File: config.mk
export PLATFORM = sky130hd
export DESIGN_NAME = arc4_encrypt
export DESIGN_NICKNAME = d
export VERILOG_FILES = /design/src/rtl/arc4_pkg.sv /design/src/rtl/arc4_sbox.sv /design/src/rtl/arc4_encrypt.sv
export SDC_FILE = /design/constraint.sdc
export NUM_CORES = 2
export LEC_CHECK = 0
export CAP_MARGIN = 5
export CORE_AREA = 3 3 409 451
export CTS_BUF_LIST = sky130_fd_sc_hd__clkbuf_8 sky130_fd_sc_hd__clkbuf_16
export CTS_CLUSTER_DIAMETER = 40
export CTS_CLUSTER_SIZE = 24
export DETAILED_ROUTE_END_ITERATION = 16
export DIE_AREA = 0 0 412 454
export GPL_TIMING_DRIVEN = 1
export PLACE_DENSITY = 0.65
export SLEW_MARGIN = 20
export SYNTH_ARGS = -nofsm -noshare
export SYNTH_HDL_FRONTEND = slang
export SYNTH_SLANG_ARGS = --single-unit
File: constraint.sdc
create_clock -name clk -period 25.8 [get_ports clk]
set_input_delay 5.16 -clock clk [delete_from_list [all_inputs] [get_ports clk]]
set_output_delay 5.16 -clock clk [all_outputs]
set_load 0.01 [all_outputs]
File: src/rtl/arc4_pkg.sv
// Shared types and constants for the ARC4 encrypt block: top-level state
// enum, per-step sub-state enum and the key byte selector.
package arc4_pkg;

   localparam int SBOX_SIZE = 256;
   localparam int KEY_BYTES = 3;

   typedef enum logic [2:0] {
      IDLE,
      INIT,
      KSA,
      LEN,
      PRGA
   } arc4_enc_state_t;

   // Sub-steps shared by KSA (RDI..WRJ) and PRGA (RDI..OUT).
   typedef enum logic [2:0] {
      SUB_RDI,
      SUB_RDJ,
      SUB_WRI,
      SUB_WRJ,
      SUB_RDP,
      SUB_OUT
   } arc4_sub_t;

   // Key byte 0 lives in key[23:16].
   function automatic logic [7:0] key_byte(input logic [23:0] key, input logic [7:0] idx);
      logic [7:0] kb;
      case (idx % 8'(KEY_BYTES))
         8'd0:    kb = key[23:16];
         8'd1:    kb = key[15:8];
         default: kb = key[7:0];
      endcase
      return kb;
   endfunction

endpackage

File: src/rtl/arc4_sbox.sv
// 256x8 single-port ARC4 state RAM: synchronous write, registered read.
// Contents are not reset; the encrypt FSM rewrites every entry each run.
module arc4_sbox #(
   parameter int MEM_LAT = 1
) (
   input  logic       clk,
   input  logic [7:0] addr,
   input  logic [7:0] wrdata,
   input  logic       wren,
   output logic [7:0] rddata
);

   logic [7:0] mem [256];

   always_ff @(posedge clk) begin
      if (wren) begin
         mem[addr] <= wrdata;
      end
   end

   // Only the single-cycle read pipeline exists.
   if (MEM_LAT == 1) begin : g_lat1
      always_ff @(posedge clk) begin
         rddata <= mem[addr];
      end
   end else begin : g_lat_unsupported
      assign rddata = 8'h00;
   end

endmodule

File: src/rtl/arc4_encrypt.sv
// ARC4 encryption of a length-prefixed plaintext into the ciphertext memory.
// Define ARC4_ENC_CHECKSUM_EN to add the ct_csum XOR-of-ciphertext output.
module arc4_encrypt #(
   parameter int KEY_BYTES = 3,
   parameter int MEM_LAT   = 1
) (
   input  logic        clk,
   input  logic        rst,
   input  logic        en,
   output logic        rdy,
   input  logic [23:0] key,
   output logic [7:0]  pt_addr,
   input  logic [7:0]  pt_rddata,
   output logic [7:0]  ct_addr,
   output logic [7:0]  ct_wrdata,
   output logic        ct_wren
`ifdef ARC4_ENC_CHECKSUM_EN
   ,
   output logic [7:0]  ct_csum
`endif
);

   import arc4_pkg::*;

   arc4_enc_state_t state_q, state_d;
   arc4_sub_t       sub_q, sub_d;
   logic [7:0]      i_q, i_d;
   logic [7:0]      j_q, j_d;
   logic [7:0]      si_q, si_d;
   logic [7:0]      sj_q, sj_d;
   logic [7:0]      len_q, len_d;
   logic [7:0]      pt_addr_q, pt_addr_d;
   logic [23:0]     key_q, key_d;

   logic [7:0]      sb_addr;
   logic [7:0]      sb_wrdata;
   logic            sb_wren;
   logic [7:0]      sb_rddata;

   arc4_sbox #(
      .MEM_LAT (MEM_LAT)
   ) u_sbox (
      .clk    (clk),
      .addr   (sb_addr),
      .wrdata (sb_wrdata),
      .wren   (sb_wren),
      .rddata (sb_rddata)
   );

   assign pt_addr = pt_addr_q;

   always_ff @(posedge clk) begin
      if (rst) begin
         state_q   <= IDLE;
         sub_q     <= SUB_RDI;
         i_q       <= 8'h00;
         j_q       <= 8'h00;
         si_q      <= 8'h00;
         sj_q      <= 8'h00;
         len_q     <= 8'h00;
         pt_addr_q <= 8'h00;
         key_q     <= 24'h000000;
      end else begin
         state_q   <= state_d;
         sub_q     <= sub_d;
         i_q       <= i_d;
         j_q       <= j_d;
         si_q      <= si_d;
         sj_q      <= sj_d;
         len_q     <= len_d;
         pt_addr_q <= pt_addr_d;
         key_q     <= key_d;
      end
   end

   // Every S-box read is issued one step before its data is consumed.
   // pt_addr is held on the current byte, so pt_rddata is stable by SUB_OUT.
   always_comb begin
      state_d   = state_q;
      sub_d     = sub_q;
      i_d       = i_q;
      j_d       = j_q;
      si_d      = si_q;
      sj_d      = sj_q;
      len_d     = len_q;
      pt_addr_d = pt_addr_q;
      key_d     = key_q;
      sb_addr   = 8'h00;
      sb_wrdata = 8'h00;
      sb_wren   = 1'b0;
      rdy       = 1'b0;
      ct_wren   = 1'b0;
      ct_addr   = 8'h00;
      ct_wrdata = 8'h00;

      case (state_q)
         IDLE: begin
            rdy = 1'b1;
            if (en) begin
               key_d     = key;
               i_d       = 8'h00;
               pt_addr_d = 8'h00;
               state_d   = INIT;
            end
         end

         INIT: begin
            sb_addr   = i_q;
            sb_wrdata = i_q;
            sb_wren   = 1'b1;
            i_d       = i_q + 8'd1;
            if (i_q == 8'(SBOX_SIZE - 1)) begin
               j_d     = 8'h00;
               sub_d   = SUB_RDI;
               state_d = KSA;
            end
         end

         KSA: begin
            case (sub_q)
               SUB_RDI: begin
                  sb_addr = i_q;
                  sub_d   = SUB_RDJ;
               end
               SUB_RDJ: begin
                  si_d    = sb_rddata;
                  j_d     = j_q + sb_rddata + key_byte(key_q, 8'(i_q % 8'(KEY_BYTES)));
                  sb_addr = j_d;
                  sub_d   = SUB_WRI;
               end
               SUB_WRI: begin
                  sj_d      = sb_rddata;
                  sb_addr   = i_q;
                  sb_wrdata = sb_rddata;
                  sb_wren   = 1'b1;
                  sub_d     = SUB_WRJ;
               end
               SUB_WRJ: begin
                  sb_addr   = j_q;
                  sb_wrdata = si_q;
                  sb_wren   = 1'b1;
                  i_d       = i_q + 8'd1;
                  sub_d     = SUB_RDI;
                  if (i_q == 8'(SBOX_SIZE - 1)) begin
                     state_d = LEN;
                  end
               end
               default: begin
                  sub_d = SUB_RDI;
               end
            endcase
         end

         LEN: begin
            len_d     = pt_rddata;
            ct_wren   = 1'b1;
            ct_addr   = 8'h00;
            ct_wrdata = pt_rddata;
            i_d       = 8'h00;
            j_d       = 8'h00;
            sub_d     = SUB_RDI;
            if (pt_rddata == 8'h00) begin
               state_d = IDLE;
            end else begin
               pt_addr_d = 8'h01;
               state_d   = PRGA;
            end
         end

         PRGA: begin
            case (sub_q)
               SUB_RDI: begin
                  i_d     = i_q + 8'd1;
                  sb_addr = i_d;
                  sub_d   = SUB_RDJ;
               end
               SUB_RDJ: begin
                  si_d    = sb_rddata;
                  j_d     = j_q + sb_rddata;
                  sb_addr = j_d;
                  sub_d   = SUB_WRI;
               end
               SUB_WRI: begin
                  sj_d      = sb_rddata;
                  sb_addr   = i_q;
                  sb_wrdata = sb_rddata;
                  sb_wren   = 1'b1;
                  sub_d     = SUB_WRJ;
               end
               SUB_WRJ: begin
                  sb_addr   = j_q;
                  sb_wrdata = si_q;
                  sb_wren   = 1'b1;
                  sub_d     = SUB_RDP;
               end
               SUB_RDP: begin
                  sb_addr = si_q + sj_q;
                  sub_d   = SUB_OUT;
               end
               SUB_OUT: begin
                  ct_wren   = 1'b1;
                  ct_addr   = pt_addr_q;
                  ct_wrdata = pt_rddata ^ sb_rddata;
                  sub_d     = SUB_RDI;
                  // Stopping on k == len keeps ct_addr from wrapping at len=255.
                  if (pt_addr_q == len_q) begin
                     state_d = IDLE;
                  end else begin
                     pt_addr_d = pt_addr_q + 8'd1;
                  end
               end
               default: begin
                  sub_d = SUB_RDI;
               end
            endcase
         end

         default: begin
            state_d = IDLE;
         end
      endcase
   end

`ifdef ARC4_ENC_CHECKSUM_EN
   logic [7:0] csum_q, csum_d;

   always_comb begin
      csum_d = csum_q;
      if (state_q == IDLE && en) begin
         csum_d = 8'h00;
      end else if (ct_wren) begin
         csum_d = csum_q ^ ct_wrdata;
      end
   end

   always_ff @(posedge clk) begin
      if (rst) begin
         csum_q <= 8'h00;
      end else begin
         csum_q <= csum_d;
      end
   end

   assign ct_csum = csum_q;
`endif

endmodule

==> results by group <==
Run status
  • Status: complete, no violations

Global routing
  • Grt ovf: 0
  • Initial antenna violation count: 3
  • Total GRT Usage: 0.259
  • Largest net degree at the start of global routing: 199
  • Vias in the first global route: 58400
  • First-pass GRT wire length: roughly 370000 um

Detailed routing
  • Top layer in use: met4
  • First drt pass iteration count: 6
  • Antenna Nets Post-Route: 0
  • Met2 WL: 117000 um
  • DRC errors left: 0
  • Number of DRC markers in iteration 0: 7412
  • Met3 routed WL: 19200 um
  • Avg WL per Cell: 24.9 um
  • Vias per cell: 6.12
  • M1 WL: 99500 um
  • Routed vias: 60600
  • WL final: 246000 um

Synthesis
  • Sequential share of the synthesized area: 0.703
  • Post-synth EDFFs: 2048
  • Top cell type's share of synthesized area: 0.684
  • FF+latch count, synth: between 2000 and 2500
  • Synth area leaders: edfxtp_1 (68%), nand2_1 (9.3%), a311oi_1 (3.7%)
  • Synth async-reset ratio: 0
  • Top FF cell, synth: edfxtp_1
  • Post-Syn Instances: roughly 7400
  • Yosys warns: 0
  • Largest area contributor in the netlist: edfxtp_1
  • Yosys cell types: 92
  • Post-synthesis cell area: 0.0899 mm^2
  • Syn_nets: 7427
  • Syn_area_per_cell: 12.2 um^2

Floorplanning
  • Row Count: 163
  • Initial core utilization: 0.500
  • Die Y-Extent: roughly 450 um
  • Die W: 412 um
  • DIE AREA: 0.187 mm^2
  • Core area: 0.180 mm^2
  • Ports: 61

CTS
  • Setup bufs post-CTS: 0
  • CTS Sinks: between 2000 and 2500
  • Number of buffers created by CTS: 230
  • Reg clk slew, reported paths: roughly 0.060 ns
  • Htree depth: 4
  • CTS tree: done
  • CTS Root Cell: clkbuf_16
  • Hold_buf cts: 0
  • Post-CTS sizing: 0
  • CTS Buffer Depth: 3
  • Worst skew pair latency: 0.88 ns

Setup path
  • Critical Path RT: 26.61 ns
  • Slowest CP cell: buf_4
  • Worst path buffer plus inverter count: 10
  • Most frequent CP cell: inv_1
  • Crit path DAT: 15.07 ns
  • CP startpoint kind: flip-flop
  • CP Capture Type: flip-flop
  • Family with the most delay on the worst path: compound AO/OA/AOI/OAI gates
  • CP peak stage delay: between 0.7 and 0.8 ns
  • Crit Path Max Fanout: about 180
  • Critical path class: flip-flop to flip-flop

Timing
  • Unrepaired setup endpoints after global routing: false
  • Setup TNS: 0 ns
  • Crit share post-route: 0.553
  • Final setup viols: 0
  • Post-route setup slack: 11.54 ns
  • Post-route minimum period: roughly 14 ns
  • Pins Over Slew Limit: 0
  • Skew final: 0.0321 ns
  • Actual slew at the worst max-slew pin: 1.10 ns
  • Fin. Hold Viols: 0
  • Rel. slew slack: 0.260
  • FMAX: between 0.07 and 0.08 GHz

Placement
  • Final HPWL DP: 137000 um
  • GPL Wtd Cong: between 0.8 and 0.9
  • Placed insts: 9479
  • Buffers added on ports: 60
  • Pre-CTS setup slack: between 10 and 15 ns

Cells and area
  • Layout Area Growth over Synthesis: 13.5%
  • Layout cells sized above 1: 0.108
  • Finished Layout Cells: 9914
  • NumNets Final: 7387
  • Multi-input gate area: between 0.02 and 0.03 mm^2
  • N_diodes: 0
  • Fillers: 14400
  • Register Area: between 0.06 and 0.07 mm^2

Power and ir drop
  • Power density over the cells: a little over 70 mW/mm^2
  • Peak VDD IR: 0.0727 mV
  • Leakage: 34.5 nW

Worst hold path
  • Worst min-delay path class: flip-flop to flip-flop

Flow run
  • Max-Cap Viols: 0
layout make-up:
type / count / area share
clock buffer: 234 / 0.0573
inverter: 27 / 0.000994
sequential: 2134 / 0.620
timing repair buffer: 325 / 0.0268
multi-input combinational: 4601 / 0.245
tap: 2392 / 0.0293
clock inverter: 201 / 0.0205
per-stage QoR:
step                power [mW]  instance area, um^2  utilization  hold slack [ns]
floorplan                 3.93                89900            -            0.433
global placement          3.99                93600        0.521            0.450
detailed placement        3.99                93900        0.522            0.450
CTS                       7.33               102000        0.566            0.456
global route              7.47               102000        0.567            0.474
finish                    7.29               102000        0.567            0.454
cells by family (layout without fill, tap and decap cells):
kind of cell | after synthesis | after routing | synth area share
buf+inv | 624 | 787 | 0.0267
compound gates | 1145 | 1145 | 0.0897
fa+ha+maj | 33 | 33 | 0.00484
simple gates | 3340 | 3340 | 0.166
flops | 2134 | 2134 | 0.703
mux | 37 | 37 | 0.00457
xor+xnor | 46 | 46 | 0.00477
final timing paths:
check,slack (ns),cells after the start,endpoint,from
setup / recovery,11.54,49,u_sbox.rddata[3],i_q[4]
hold / removal,0.45,2,key_q[21],key_q[21]
setup reg to reg,11.54,49,u_sbox.rddata[3],i_q[4]
hold reg to reg,0.45,2,key_q[21],key_q[21]
worst reg2reg max path, delay by kind of cell (launching register included):
kind | cells | cell delay (ns)
AND/OR/NAND/NOR | 14 | 3.36
multiplexers | 2 | 0.66
XOR/XNOR | 3 | 0.71
buffers and inverters | 10 | 3.39
AO/OA/AOI/OAI | 14 | 3.59
adder cells (fa/ha/maj) | 6 | 1.82
flip-flops | 1 | 0.73
flip-flops by register name (all words and copies together), names as in the netlist:
| signal | count |
|---|---|
| i_q | 8 |
| j_q | 8 |
| key_q | 24 |
| len_q | 8 |
| pt_addr | 8 |
| si_q | 8 |
| sj_q | 8 |
| state_q | 3 |
| sub_q | 3 |
| u_sbox.mem | 2048 |
| u_sbox.rddata | 8 |
Yosys cell counts, types with 13 or more instances:
cell type  instances
nand2_1         2220
edfxtp_1        2048
and3_1           530
clkbuf_1         472
a311oi_1         384
a21oi_1          331
nor3_1           239
a31oi_1          137
nor4_1           135
a211oi_1         114
buf_1            107
nor2_1           100
dfxtp_1           86
o21ai_0           62
ha_1              30
xnor2_1           27
mux2i_1           25
nand3_1           25
inv_1             24
xor2_1            17
a22oi_1           16
a21o_1            15
o211ai_1          14
buf_2             13
layout by cell type (no fill, tap or decap), drive strengths merged, types with 16 or more instances in the layout:
cell type and count:
clkinv 81, clkdlybuf4s50 59, xnor2 29, nand2 2222, bufinv 19, a22oi 16, a311oi 384, nor2 110
inv 105, nor3 240, clkbuf 234, clkinvlp 23, nor4 135, mux2i 26, buf 266, ha 30
a211oi 116, xor2 17, edfxtp 2048, and3 531, nand3 25, a21oi 331, o21ai 62, a31oi 137
dfxtp 86
per-layer routing:
| metal | vias up | GRT usage |
|---|---|---|
| li1 | 27400 | - |
| met1 | 30100 | 0.353 |
| met2 | 2635 | 0.413 |
| met3 | 499 | 0.0405 |
| met4 | 0 | 0.115 |
| met5 | - | 0 |
report_power, final:
group          internal (mW)  switching, mW
clock network           1.89           1.48
logic                 0.0521          0.106
registers               3.75        0.00973
total                   5.69           1.60
Power figures use the tool's default switching activity.
